## src/rtl/out_port_arbiter.sv

```systemverilog
// out_port_arbiter
// Per-output-FIFO arbiter. Picks one requesting input port round-robin, holds the grant for a
// whole packet, and forwards the granted port's words into the output FIFO write side through a
// single register stage. A packet is only granted when the FIFO can absorb a maximum-size packet.
// A watchdog releases a grant whose port stops sending.
//
// Ports:
//   clk, rst_n          clock, asynchronous active-low reset
//   bus_sel             per-input-port request (level, held until packet done)
//   in_valid, in_eop    per-input-port word valid / end-of-packet (eop qualified by valid)
//   in_data             flattened input words, port x at [x*DATA_W +: DATA_W]
//   fifo_free           free words in output FIFO (sampled only while idle)
//   fifo_full           output FIFO full
//   grant, grant_idx    one-hot and binary grant; busy marks a packet in progress
//   fifo_wr_en/_wdata/_wr_eop  registered FIFO write
//   err_timeout         1-cycle pulse on watchdog release
//   err_ovf             1-cycle pulse when a granted word is dropped because the FIFO is full
module out_port_arbiter #(
  parameter int unsigned PORT_NUM      = 16,
  parameter int unsigned PTR_W         = 4,
  parameter int unsigned DATA_W        = 32,
  parameter int unsigned FREE_W        = 10,
  parameter int unsigned MAX_PKT_WORDS = 256,
  parameter int unsigned TIMEOUT       = 1023
) (
  input  logic                       clk,
  input  logic                       rst_n,
  input  logic [PORT_NUM-1:0]        bus_sel,
  input  logic [PORT_NUM-1:0]        in_valid,
  input  logic [PORT_NUM-1:0]        in_eop,
  input  logic [PORT_NUM*DATA_W-1:0] in_data,
  input  logic [FREE_W-1:0]          fifo_free,
  input  logic                       fifo_full,
  output logic [PORT_NUM-1:0]        grant,
  output logic [PTR_W-1:0]           grant_idx,
  output logic                       busy,
  output logic                       fifo_wr_en,
  output logic [DATA_W-1:0]          fifo_wdata,
  output logic                       fifo_wr_eop,
  output logic                       err_timeout,
  output logic                       err_ovf
);

  localparam int unsigned WdogW = $clog2(TIMEOUT + 1);

  typedef enum logic {StIdle, StXfer} state_e;

  state_e              state_q, state_d;
  logic [PTR_W-1:0]    rr_ptr_q, rr_ptr_d;
  logic [PTR_W-1:0]    grant_idx_q, grant_idx_d;
  logic [WdogW-1:0]    wdog_q, wdog_d;
  logic                wr_en_q, wr_en_d;
  logic [DATA_W-1:0]   wdata_q, wdata_d;
  logic                wr_eop_q, wr_eop_d;
  logic                timeout_q, timeout_d;
  logic                ovf_q, ovf_d;

  logic [PTR_W-1:0]    scan_idx;
  logic [PTR_W-1:0]    winner;
  logic [PTR_W-1:0]    next_ptr;
  logic                sel_valid;
  logic                sel_eop;
  logic [DATA_W-1:0]   sel_data;

  // Round-robin pick: scan from rr_ptr upward; iterating from the far end lets the nearest
  // requester overwrite. Index arithmetic wraps because PORT_NUM == 2**PTR_W.
  always_comb begin
    winner   = rr_ptr_q;
    scan_idx = rr_ptr_q;
    for (int i = PORT_NUM - 1; i >= 0; i--) begin
      scan_idx = rr_ptr_q + PTR_W'(i);
      if (bus_sel[scan_idx]) begin
        winner = scan_idx;
      end
    end
  end

  assign sel_valid = in_valid[grant_idx_q];
  assign sel_eop   = in_eop[grant_idx_q];
  assign sel_data  = in_data[grant_idx_q*DATA_W +: DATA_W];
  assign next_ptr  = grant_idx_q + PTR_W'(1);

  always_comb begin
    state_d     = state_q;
    rr_ptr_d    = rr_ptr_q;
    grant_idx_d = grant_idx_q;
    wdog_d      = wdog_q;
    wr_en_d     = 1'b0;
    wdata_d     = wdata_q;
    wr_eop_d    = 1'b0;
    timeout_d   = 1'b0;
    ovf_d       = 1'b0;

    unique case (state_q)
      StIdle: begin
        if ((|bus_sel) && (fifo_free >= FREE_W'(MAX_PKT_WORDS))) begin
          grant_idx_d = winner;
          wdog_d      = '0;
          state_d     = StXfer;
        end
      end
      StXfer: begin
        if (sel_valid) begin
          wdog_d = '0;
          if (!fifo_full) begin
            wr_en_d  = 1'b1;
            wdata_d  = sel_data;
            wr_eop_d = sel_eop;
          end else begin
            ovf_d = 1'b1;
          end
          // A dropped EOP still closes the packet.
          if (sel_eop) begin
            state_d  = StIdle;
            rr_ptr_d = next_ptr;
          end
        end else if (wdog_q == WdogW'(TIMEOUT - 1)) begin
          // This is the TIMEOUT-th silent cycle: release and skip the stalled port.
          timeout_d = 1'b1;
          wdog_d    = '0;
          state_d   = StIdle;
          rr_ptr_d  = next_ptr;
        end else begin
          wdog_d = wdog_q + WdogW'(1);
        end
      end
      default: state_d = StIdle;
    endcase
  end

  always_ff @(posedge clk or negedge rst_n) begin
    if (!rst_n) begin
      state_q     <= StIdle;
      rr_ptr_q    <= '0;
      grant_idx_q <= '0;
      wdog_q      <= '0;
      wr_en_q     <= 1'b0;
      wdata_q     <= '0;
      wr_eop_q    <= 1'b0;
      timeout_q   <= 1'b0;
      ovf_q       <= 1'b0;
    end else begin
      state_q     <= state_d;
      rr_ptr_q    <= rr_ptr_d;
      grant_idx_q <= grant_idx_d;
      wdog_q      <= wdog_d;
      wr_en_q     <= wr_en_d;
      wdata_q     <= wdata_d;
      wr_eop_q    <= wr_eop_d;
      timeout_q   <= timeout_d;
      ovf_q       <= ovf_d;
    end
  end

  assign busy        = (state_q == StXfer);
  assign grant       = busy ? ({{(PORT_NUM-1){1'b0}}, 1'b1} << grant_idx_q) : '0;
  assign grant_idx   = grant_idx_q;
  assign fifo_wr_en  = wr_en_q;
  assign fifo_wdata  = wdata_q;
  assign fifo_wr_eop = wr_eop_q;
  assign err_timeout = timeout_q;
  assign err_ovf     = ovf_q;

endmodule

```

## config.mk

```make
export PLATFORM = sky130hd
export DESIGN_NAME = out_port_arbiter
export DESIGN_NICKNAME = d
export VERILOG_FILES = /design/src/rtl/out_port_arbiter.sv
export SDC_FILE = /design/constraint.sdc
export NUM_CORES = 1
export LEC_CHECK = 0
export CORE_AREA = 10 10 234 236
export CTS_CLUSTER_SIZE = 30
export DETAILED_ROUTE_END_ITERATION = 10
export DIE_AREA = 0 0 244 246
export PLACE_DENSITY = 0.54
export SLEW_MARGIN = 15
export SYNTH_ARGS = -nofsm -noshare
export SYNTH_HDL_FRONTEND = slang
export SYNTH_SLANG_ARGS = --single-unit
```

## constraint.sdc

```tcl
create_clock -name clk -period 4.3 [get_ports clk]
set_input_delay 0.86 -clock clk [delete_from_list [all_inputs] [get_ports clk]]
set_output_delay 0.86 -clock clk [all_outputs]
set_load 0.02 [all_outputs]
```

Word-level counts from Yosys, hierarchy flattened
Cells that the tools add are included.
{ "op_classes": {"add_sub_neg": 17, "n_bitwise": 2, "n_lt_le_gt_ge": 18, "n_eq_ne": 3, "n_shift": 2, "n_reduce_logical": 6, "muxes": 77} }
{ "op_table": {"columns": ["cell", "n"], "rows": [
  ["$shiftx A512 B10 Y32", 1],
  ["$lt A4 B5 Y1 const B", 17],
  ["$mux W4", 19],
  ["$bmux W1 S4", 18],
  ["$mux W1", 34],
  ["$add A4 B4 Y4 const B", 8],
  ["$mux W10", 3],
  ["$pmux W10 S2", 1],
  ["$add A4 B3 Y4 const B", 4],
  ["$mux W16", 1],
  ["$reduce_or A16 Y1", 1],
  ["$shl A1 B4 Y16 const A", 1],
  ["$add A10 B1 Y10 const B", 1],
  ["$eq A10 B10 Y1 const B", 1],
  ["$ge A10 B9 Y1 const B", 1],
  ["$add A4 B1 Y4 const B", 2],
  ["$add A4 B2 Y4 const B", 2],
  ["$reduce_and A3 Y1", 2],
  ["$ne A2 B1 Y1 const B", 1],
  ["$ne A2 B2 Y1 const B", 1],
  ["$not A1 Y1", 2],
  ["$pmux W1 S2", 1],
  ["$reduce_and A2 Y1", 1],
  ["$reduce_bool A2 Y1", 1],
  ["$logic_and A1 B1 Y1", 1]
]} }
{ "word_totals": {"out_inout_bits": 57, "reg_bits": 55, "word_cells": 134, "in_bits": 573} }

Depth between registers and ports, before layout
Gate-level depths: netlist of run 1.
{ "logic_depth": {"word_depth": 19, "depth_mapped": 15, "mapped_depth_nobuf": 11} }

Worst setup path after synthesis of run 1
OpenSTA, ideal clock, no wires.
{ "synth_timing": {"kind": "register to register", "start": "register rr_ptr_q[1]", "end": "register grant_idx_q[1] (netlist: grant_idx[1])", "n_path_buf": 4, "path_slack_ps": 318, "arrival_ps": 3863, "required_ps": 4181, "setup_time_ps": 119, "path_stages_with_launch": 16, "period_less_slack_ps": 3982, "cell_sequence": "dfrtp_1 > clkbuf_1 > buf_2 > clkbuf_1 > inv_1 > ha_1 > buf_6 > mux4_2 > mux2_2 > mux2i_2 > nand2_1 > o31a_1 > o41ai_2 > a211oi_1 > o311a_1 > o21a_1"} }
{ "synth_between": {"elab_chain_cells": 19, "word_cells_on_any_way": 63, "classes_between": "15 x add/sub; 48 x mux"} }
{ "synth_lines": {"columns": ["item", "line_no", "rtl"], "rows": [
  ["start, declared", "49", "logic [PTR_W-1:0] rr_ptr_q, rr_ptr_d;"],
  ["start signal, assigned", "144", "rr_ptr_q <= rr_ptr_d;"],
  ["$add A4 B4 Y4", "71", "scan_idx = rr_ptr_q + PTR_W'(i);"],
  ["$bmux W1 S4", "72", "if (bus_sel[scan_idx]) begin"],
  ["$mux W1 (implied by the code)", "72", null],
  ["$mux W4 (15 in a row)", "72", null],
  ["$mux W4 *", "72", null],
  ["end signal, assigned", "145", "grant_idx_q <= grant_idx_d;"],
  ["end, declared", "50", "logic [PTR_W-1:0] grant_idx_q, grant_idx_d;"]
]} }
Mark *: on every way between the ends. The rest lies on a longest branch, timed or not. The select of a mux whose other input is x is not followed.
A chain may end at the register's enable or synchronous reset.

Worst setup path after layout of run 1
{ "layout_timing": {"start": "register rr_ptr_q[0]", "end": "register grant_idx_q[1] (netlist: grant_idx[1])"} }
The elaborated chain is that of the path after synthesis.

==> impl_metrics.tcl, run 1 <==
set metrics [dict create \
    status "completed" \
    cts.sinks 55 \
    nets 1959 \
    antenna_left 0 \
    place_area_um2 15500 \
    slew_headroom_pct 35.3 \
    antenna_found_initial 42 \
    p_leak_nw 5.71 \
    coreArea_um2 49900 \
    hp-class "flip-flop to flip-flop" \
    yosysTopAreaCell "mux4_2" \
    place.gp.congestion 0.926 \
    post_cts_buffers 0 \
    p_sw_mw 5.16 \
    cts_tree "yes" \
    pwr-share-comb_pct 84.9 \
    worst-slew-pin-transition_ps 971 \
    overflow 0 \
    setup.worst_path.start_class "flip-flop" \
    crit_path_cell_trace "inv_2, ha_1, mux4_1, mux2_2, mux2i_2, nand2_1, o31a_1, o41ai_2, a211oi_1, o311a_1, o21a_1" \
    die_height_um 246 \
    syn_nets 1379 \
    finClkSkew_ps 11.7 \
    via_per_inst 4.89 \
    synth_top_family_by_area "multiplexers" \
    first_iter_violations 790 \
    synth_area_leaders "mux4_2, dfrtp_1, nand2_1" \
    syn-cell-area_um2 8500 \
    cap_violations 0 \
    cp_data_required_time_ps 4530 \
    fin_util_pct 31.4 \
    synth.top_cell.area_share_pct 41.9 \
    ys.flop_type "dfrtp_1" \
    cp-end-kind "flip-flop" \
    firstDrtPassIters 5 \
    switching_share_pct 51.2 \
    max-vdd-ir-drop_mv 0.282 \
    clkPwrFrac_pct 4.9 \
    critPathMaxStageDelay_ps 740 \
    grt_pass1_wl_um 89100 \
    synthAdderAreaFrac_pct 2.21 \
    internal-power_mw 4.92 \
    hpwl_um 58000 \
    clk_pin_slew_ps 90 \
    numCtsBuffers 5 \
    dpl.cell_count 2036 \
    hold_path_depth 2 \
    die_area_um2 60000 \
    synth_common_cells "mux4_2, nand2_1, dfrtp_1" \
    hold_viol 0 \
    reg2reg_slack_ps 600 \
    drive_gt1_share_pct 17.3 \
    synth.area.mux_share_pct 51.6 \
    synthXorXnorAreaFrac_pct 1.44 \
    synthArstFlopShare_pct 100 \
    ctsResizeCount 0 \
    synthSimpleGateAreaFrac_pct 12.0 \
    insertion_delay_ps 340 \
    yosysMostFrequentCell "mux4_2" \
    io_buffers 621 \
    rows 82 \
    cts_buffer_depth 2 \
    routed_wl_um 67100 \
    syn_area_per_cell_um2 10.7 \
    yosysSeqAreaShare_pct 16.2 \
    drv_slew 0 \
    yosysWarnings 0 \
    ys_ff_latch 55 \
    fin_area_um2 15600 \
    timing.fmax_mhz 271 \
    period_needed_ps 3700 \
    synth-edff-count 0 \
    fp.dieW_um 244 \
    synth_cells 791 \
    grt_max_degree 86 \
    rsz0062_at_grt "no" \
    initial_core_util_pct 17.0 \
    ys_types 66 \
    vias 10100 \
    grtUsageTotal_pct 21.5 \
    pwr-share-seq_pct 10.2 \
    drc 0 \
    cts_hold_buffers 0 \
    wl_per_cell_um 32.6 \
    period_share_pct 86.0 \
    syn_to_final_growth_pct 84.1 \
    pin_count 630 \
    n_fill_cell 5199 \
    first_global_vias 10400 \
    path_class "flip-flop to flip-flop" \
    setup_viol 0 \
    powerDensity_nw_per_um2 644 \
    cp_max_fo 9 \
    post_layout_nonfiller_instances 2059 \
    htreeDepth 2 \
    worstPathArrival_ps 3930 \
    crit_slowest_cell "mux4_1" \
    setup_tns_ps 0 \
    reg2reg_depth 11 \
    cts-root-buf "clkbuf_16" \
    synth_compound_area_share_pct 12.4 \
]
-- power groups by stage --
stage	registers (mW)	clock network [mW]	logic, mW
after CTS	1.03	0.521	8.60
after floorplan	1.07	0	5.51
after detailed placement	1.03	0	8.56
final	1.03	0.492	8.57
after global placement	1.03	0	8.54
after global routing	1.06	0.526	9.16
-- routing by layer --
metal	up-vias	track usage, %	wire length (um)
li1	4364	-	-
met1	5021	27.2	27500
met2	582	32.2	29700
met3	62	9.81	8620
met4	32	6.12	1140
met5	-	0	189
-- stage by stage --
stage,worst slack [ps],hold slack (ps),power [mW]
after detailed placement,370,462,9.59
after CTS,595,486,10.1
final,604,482,10.1
after floorplan,318,437,6.58
after global placement,448,460,9.56
after global routing,409,496,10.7
-- cell type report --
type                            count  area [um2]  area share [%]
Multi-Input combinational cell    649        6780            43.3
Sequential cell                    55        1390            8.85
Clock inverter                      2        16.3           0.104
Antenna cell                       15        37.5           0.240
Timing Repair Buffer              642        6400            40.9
Tap cell                          672         841            5.37
Inverter                           18        67.6           0.432
Clock buffer                        6         129           0.824
-- flip-flops by register name, summed over array words and instances (netlist names) --
register     count
busy             1
rr_ptr_q         4
fifo_wr_en       1
grant_idx        4
wdog_q          10
err_ovf          1
err_timeout      1
fifo_wdata      32
fifo_wr_eop      1
-- worst paths after layout --
| kind | startpoint | to |
|---|---|---|
| worst max-delay path | rr_ptr_q[0]$_DFFE_PN0P_ | grant_idx[1]$_DFFE_PN0P_ |
| worst min-delay path | fifo_wdata[16]$_DFFE_PN0P_ | fifo_wdata[16]$_DFFE_PN0P_ |
| worst max register to register | rr_ptr_q[0]$_DFFE_PN0P_ | grant_idx[1]$_DFFE_PN0P_ |
| worst min register to register | fifo_wdata[16]$_DFFE_PN0P_ | fifo_wdata[16]$_DFFE_PN0P_ |
| max in group asynchronous | rst_n | grant_idx[1]$_DFFE_PN0P_ |
| min in group asynchronous | rst_n | fifo_wdata[31]$_DFFE_PN0P_ |
-- logic make-up after synthesis --
| family | count (synthesis) |
|---|---|
| and+or+nand+nor | 239 |
| AOI/OAI and AO/OA | 155 |
| muxes | 229 |
| buffers and inverters | 87 |
| adders and majority gates | 15 |
| DFF | 55 |
| xor gates and xnor gates | 11 |
-- layout by cell type, fill, tap and decap left out, drive strengths merged, types with 19 or more instances in the layout --
master and instances:
mux2i 27, clkdlybuf4s50 620, mux2 41, mux4 161
inv 19, dfrtp 55, buf 22, nor2 49
nand2 134, a21oi 20, o21ai 55
-- worst max-delay path: cells and delay by family, from the launching register on --
kind            cells  cell delay, ps
flops               1             370
buf+inv             1             120
fa+ha+maj           1             610
compound gates      5             980
simple gates        1             100
mux                 3            1420
Power figures use the tool's default switching activity.
==> inputs of run 2 (changes only) <==
Settings changed: ABC_AREA from default to 1, CORE_AREA 10 10 234 236 to 10 10 239 241, DIE_AREA 0 0 244 246 to 0 0 249 251, GPL_TIMING_DRIVEN from default to 1, PLACE_DENSITY 0.54 to 0.52.
==> impl_metrics.tcl, run 2 <==
set metrics [dict create \
    rows 84 \
    timing.fmax_mhz 294 \
    finClkSkew_ps 5.88 \
    regArea_um2 1390 \
    antenna_found_initial 29 \
    drc 0 \
    period_needed_ps 3410 \
    io_buffers 621 \
    wl_per_cell_um 25.8 \
    status "completed" \
    synth-edff-count 0 \
    powerDensity_nw_per_um2 644 \
    cts_hold_buffers 0 \
    hold_path_depth 2 \
    internal-power_mw 3.82 \
    r2r_end "fifo_wdata[17]$_DFFE_PN0P_" \
    cts.sinks 55 \
    dp_worst_setup_slack_ps 914 \
    fin_ws_ps 895 \
    cts-root-buf "clkbuf_16" \
    reg2reg_depth 8 \
    wl_met1_um 29200 \
    path_class "flip-flop to primary output" \
    fin_area_um2 15400 \
    syn_nets 2096 \
    numCtsBuffers 5 \
    yosysMostFrequentCell "nor2_1" \
    crit_slowest_cell "dfrtp_4" \
    reg2reg_slack_ps 1110 \
    ctsResizeCount 0 \
    n_fill_cell 5845 \
    switching_share_pct 61.5 \
    post_cts_buffers 0 \
    place.gp.congestion 0.943 \
    worstReg2RegStart "grant_idx[0]$_DFFE_PN0P_" \
    ys.flop_type "dfrtp_1" \
    drive_gt1_share_pct 2.75 \
    cp_top_family "buffers and inverters" \
    setup_tns_ps 0 \
    vias 13400 \
    grtUsageTotal_pct 21.3 \
    die_area_um2 62500 \
    syn-cell-area_um2 8400 \
    synth.top_cell.area_share_pct 17.2 \
    clk_pin_slew_ps 90 \
    cts_tree "yes" \
    critPathMaxStageDelay_ps 650 \
    p_sw_mw 6.11 \
    crit_path_cell_trace "inv_8, ha_1, nand2_1, nor2_1, clkdlybuf4s50_1" \
    largest_reg_flops 32 \
    hpwl_um 57300 \
    ys_ff_latch 55 \
    synthArstFlopShare_pct 100 \
    pwr-share-seq_pct 9.8 \
    syn_area_per_cell_um2 5.57 \
    max-vdd-ir-drop_mv 0.351 \
    fp.dieW_um 249 \
    cp_data_required_time_ps 3440 \
    first_iter_violations 1041 \
    cp-end-kind "primary output" \
    grt_max_degree 169 \
    first_global_vias 13400 \
    slew_headroom_pct 40.9 \
    coreArea_um2 52200 \
    antenna_left 0 \
    topRoutingLayerUsed "met5" \
    worst-slew-pin-transition_ps 887 \
    nets 2622 \
    pwr-share-comb_pct 85.3 \
    cap_violations 0 \
    setup_viol 0 \
    min_to "fifo_wdata[13]$_DFFE_PN0P_" \
    cts_buffer_depth 2 \
    insertion_delay_ps 340 \
    setup.worst_path.start_class "flip-flop" \
    yosysTopAreaCell "o21ai_0" \
    via_per_inst 4.89 \
    hp-class "flip-flop to flip-flop" \
    firstDrtPassIters 5 \
    route.met3.wl_um 5700 \
    htreeDepth 2 \
    p_leak_nw 5.90 \
    die_height_um 251 \
    yosysSeqAreaShare_pct 16.4 \
    post_layout_nonfiller_instances 2739 \
    layout_commonest_cell "clkdlybuf4s50_1" \
    pin_count 630 \
    cp_max_fo 72 \
    hold_viol 0 \
    worst-path-buf-inv 2 \
    multi_input_area_um2 6270 \
    syn_to_final_growth_pct 83.5 \
    hp-start "fifo_wdata[13]$_DFFE_PN0P_" \
    grt_pass1_wl_um 98300 \
    dr_wl_met2_um 33400 \
    overflow 0 \
    synth_cells 1508 \
    initial_core_util_pct 16.1 \
    synth_area_leaders "o21ai_0, dfrtp_1, nor2_1" \
    rsz0062_at_grt "no" \
    yosysWarnings 0 \
    drv_slew 0 \
    ys_types 34 \
    dpl.cell_count 2715 \
    place_area_um2 15200 \
    clkPwrFrac_pct 4.9 \
    synth_common_cells "nor2_1, o21ai_0, nand2_1" \
    routed_wl_um 70700 \
    period_share_pct 79.2 \
    mostFrequentLayoutCells "clkdlybuf4s50_1, nor2_1, o21ai_0, nand2_1, nand3_1" \
    worstPathArrival_ps 2550 \
]
==> run 2: cells by family (layout without fill, tap and decap cells) <==
logic type | Yosys count | count (layout) | share of synthesized area, %
AOI/OAI and AO/OA | 528 | 528 | 37.2
xor gates and xnor gates | 13 | 13 | 1.58
adders and majority gates | 15 | 15 | 2.23
buffers and inverters | 191 | 718 | 9.01
DFF | 55 | 55 | 16.4
other | 0 | 16 | 0
and+or+nand+nor | 706 | 706 | 33.5
==> run 2: worst min-delay path: stages, from the launching register on <==
cell and delay, ps:
dfrtp_1 360, nand2_1 60, nand2_1 50
==> run 2: cell type report <==
cell class	instances	area share [%]
repair buffers	643	41.8
clock buffers	5	0.812
multi-input cells	1262	40.7
clock inverters	3	0.179
flip-flops and latches	55	9.01
well taps	688	5.58
diodes	16	0.260
inverters	67	1.70
==> run 2: how the worst max path moves through the flow <==
stage / to / slack (ps) / cells after the start / startpoint
floorplan: grant[14] / 1370 / 8 / grant_idx[0]$_DFFE_PN0P_
global placement: grant_idx[3]$_DFFE_PN0P_ / 910 / 24 / bus_sel[11]
detailed placement: grant_idx[3]$_DFFE_PN0P_ / 910 / 24 / bus_sel[11]
CTS: grant[2] / 820 / 5 / grant_idx[0]$_DFFE_PN0P_
global route: grant[2] / 760 / 5 / grant_idx[0]$_DFFE_PN0P_
finish: grant[2] / 890 / 5 / grant_idx[0]$_DFFE_PN0P_
==> run 2: metal layers <==
| layer | vias to the layer above | global-route usage [%] |
|---|---|---|
| li1 | 6343 | - |
| met3 | 70 | 5.78 |
| met4 | 10 | 8.07 |
| met1 | 6352 | 25.5 |
| met5 | - | 0 |
| met2 | 628 | 35.7 |
==> run 2: power by group through the flow <==
stage	Clock, mW	Sequential (mW)	Combinational, mW
2_1_floorplan	0	1.09	5.01
3_5_place_dp	0	0.982	8.45
3_3_place_gp	0	0.976	8.43
5_1_grt	0.531	1.00	9.30
6_report	0.489	0.975	8.47
4_1_cts	0.522	0.977	8.48
==> run 2: metrics by stage <==
step,hold slack [ps],util (%),power [mW]
after floorplan,530,-,6.10
after global placement,468,29.1,9.40
after detailed placement,470,29.1,9.43
after CTS,498,29.4,9.98
after global routing,523,29.5,10.8
final,495,29.5,9.93
==> RTL edit (settings of run 2) <==
The output `err_timeout` loses its register stage (`timeout_q` becomes a continuous assignment).
--- a/src/rtl/out_port_arbiter.sv
+++ b/src/rtl/out_port_arbiter.sv
@@ -138,5 +138,4 @@
       wdata_q     <= '0;
       wr_eop_q    <= 1'b0;
-      timeout_q   <= 1'b0;
       ovf_q       <= 1'b0;
     end else begin
@@ -148,8 +147,9 @@
       wdata_q     <= wdata_d;
       wr_eop_q    <= wr_eop_d;
-      timeout_q   <= timeout_d;
       ovf_q       <= ovf_d;
     end
   end
+
+  assign timeout_q = timeout_d;
 
   assign busy        = (state_q == StXfer);
Behaviour: no difference found for any inputs over 4 cycles, from zero or initial values and one cycle with rst_n low; that may be too few to reach the edited logic, so the function may still have changed.
==> RTL edit against run 2 <==
Combinational power grew 0.7%. Total power grew 0.16%. Routed wire length grew 3.1%. Sequential cell count shrank 1. Area after synthesis shrank 0.30%. Die area is the same. Maximum frequency shrank 2.3%. Setup slack lost 0.080 ns. Register-to-register slack gained 0.08 ns. Design area is essentially flat. Sequential power shrank 3.5%. Critical path type is now input pin to output port. Critical endpoint is now err_timeout. Highest routed layer unchanged.
==> RTL edit: results (changes against run 2) <==
| Metric | Value |
|---|---|
| Status | complete, no violations |
| Layout Cells excl Fill | 2,743 (+0.15%) |
| Switch Pwr | 0.00612 W (+0.24%) |
| Inst Count DP | 2,719 (+0.15%) |
| DRT iter0 DRCs | 1,038 (-0.29%) |
| Clock latency on the worst-skew pair | 0.34 ns (about the same) |
| Place WS | 0.780 ns (-0.135 ns) |
| Clock Skews | 0.0102 ns (+0.00436 ns) |
| Fin nets | 2,626 (+0.15%) |
| Max reg flops | 32 (unchanged) |
| Synth warn | 0 (unchanged) |
| Slew margin rel. | 0.392 (-0.0169) |
| Register area share after synthesis | 0.161 (-0.00250) |
| Hold WC Path Type | flop to flop |
| Clk root buf | clkbuf_16 |
| Asr flop ratio synth | 1.00 (unchanged) |
| DP HPWL | 59,200 µm (+3.4%) |
| Leakage power | 5.92 nW (+0.22%) |
| First-pass GRT wire length | 102,000 µm (+3.7%) |
| Layout cell share with drive strength beyond 1 | 0.0309 (+0.00338) |
| Number of CTS-inserted buffers | 5 (unchanged) |
| Placed cell area | 15,200 µm² (about the same) |
| Synth Net Count | 2,095 (-0.048%) |
| Worst-path clk slew | 0.09 ns (about the same) |
| Pre-Repair DR Iteration Count | 6 (+1) |
| Post-CTS setup buffer count | 0 (unchanged) |
| Largest net degree at the start of global routing | 160 (-5.3%) |
| GRT Util Overall | 0.221 (+0.00816) |
| Synth Area per Inst | 5.56 µm² (-0.23%) |
| Peak supply drop | 0.344 mV (-2.0%) |
| Number of antenna violations at the first check in global routing | 32 (+10%) |
| GPL Wtd Cong | 0.944 (+0.12%) |
| Detailed-route wire length | 72,800 µm (+3.1%) |
| Number of global-route vias before repair | 13.7k (+2.3%) |
| CP max FO | 4 (-94%) |
| Synth area leaders | o21ai_0 17%, dfrtp_1 16%, nor2_1 15%, nand2_1 12%, o221ai_1 6.9% |
| Top_reg_cell synth | dfrtp_1 |
| Vias | 13.5k (+0.41%) |
[RTL edit: layout make-up]
cell class	instances	area, µm²
diodes	16	40.0
clock buffers	5	125
clock inverters	3	28.8
fillers	5810	36800
inverters	67	260
multi-input cells	1262	6270
flip-flops and latches	54	1360
well taps	688	861
repair buffers	648	6480
[RTL edit: per-stage QoR]
stage                     hold WS, ns  power [W]
after global placement          0.470    0.00946
after detailed placement        0.467    0.00946
after global routing            0.514     0.0109
after floorplan                 0.530    0.00609
after CTS                       0.493    0.00999
final                           0.492    0.00995
[RTL edit: power by group through the flow]
stage / logic (W) / registers (W) / clock network (W)
after floorplan: 0.00501 / 0.00108 / 0
after global placement: 0.00851 / 0.000948 / 0
after detailed placement: 0.00851 / 0.000950 / 0
after CTS: 0.00855 / 0.000943 / 0.000497
after global routing: 0.00940 / 0.000971 / 0.000513
final: 0.00853 / 0.000941 / 0.000472
[RTL edit: worst paths after layout]
path                           startpoint        endpoint  slack (ns)  depth (start not counted)
min                        fifo_wdata[17]  fifo_wdata[17]        0.49                          2
max reg2reg                  grant_idx[1]     rr_ptr_q[3]        1.19                          9
max in group asynchronous           rst_n    grant_idx[1]        3.04                          1
min reg2reg                fifo_wdata[17]  fifo_wdata[17]        0.49                          2
max                          in_valid[11]     err_timeout        0.81                          7
min in group asynchronous           rst_n         err_ovf        0.62                          1
[RTL edit: logic make-up (layout without fill, tap and decap cells)]
| logic type | count (synthesis) | in the layout | share of synthesized area |
|---|---|---|---|
| simple gates | 706 | 706 | 0.336 |
| compound gates | 528 | 528 | 0.374 |
| buf+inv | 191 | 723 | 0.0904 |
| flops | 54 | 54 | 0.161 |
| fa+ha+maj | 15 | 15 | 0.0224 |
| xor+xnor | 13 | 13 | 0.0158 |
| other cells | 0 | 16 | 0 |
[RTL edit: critical path, cell delays in order]
cell and delay (ns):
clkdlybuf4s50_1 0.40, nor2_1 0.20, o22ai_1 0.17, o2111ai_1 0.22, nand2_1 0.18, nor3_1 0.41, buf_12 0.18
[RTL edit: routing by layer]
metal / global-route usage / routed length (µm)
met1: 0.264 / 30400
met2: 0.367 / 34000
met3: 0.0696 / 6220
met4: 0.0763 / 2190
met5: 0 / 48
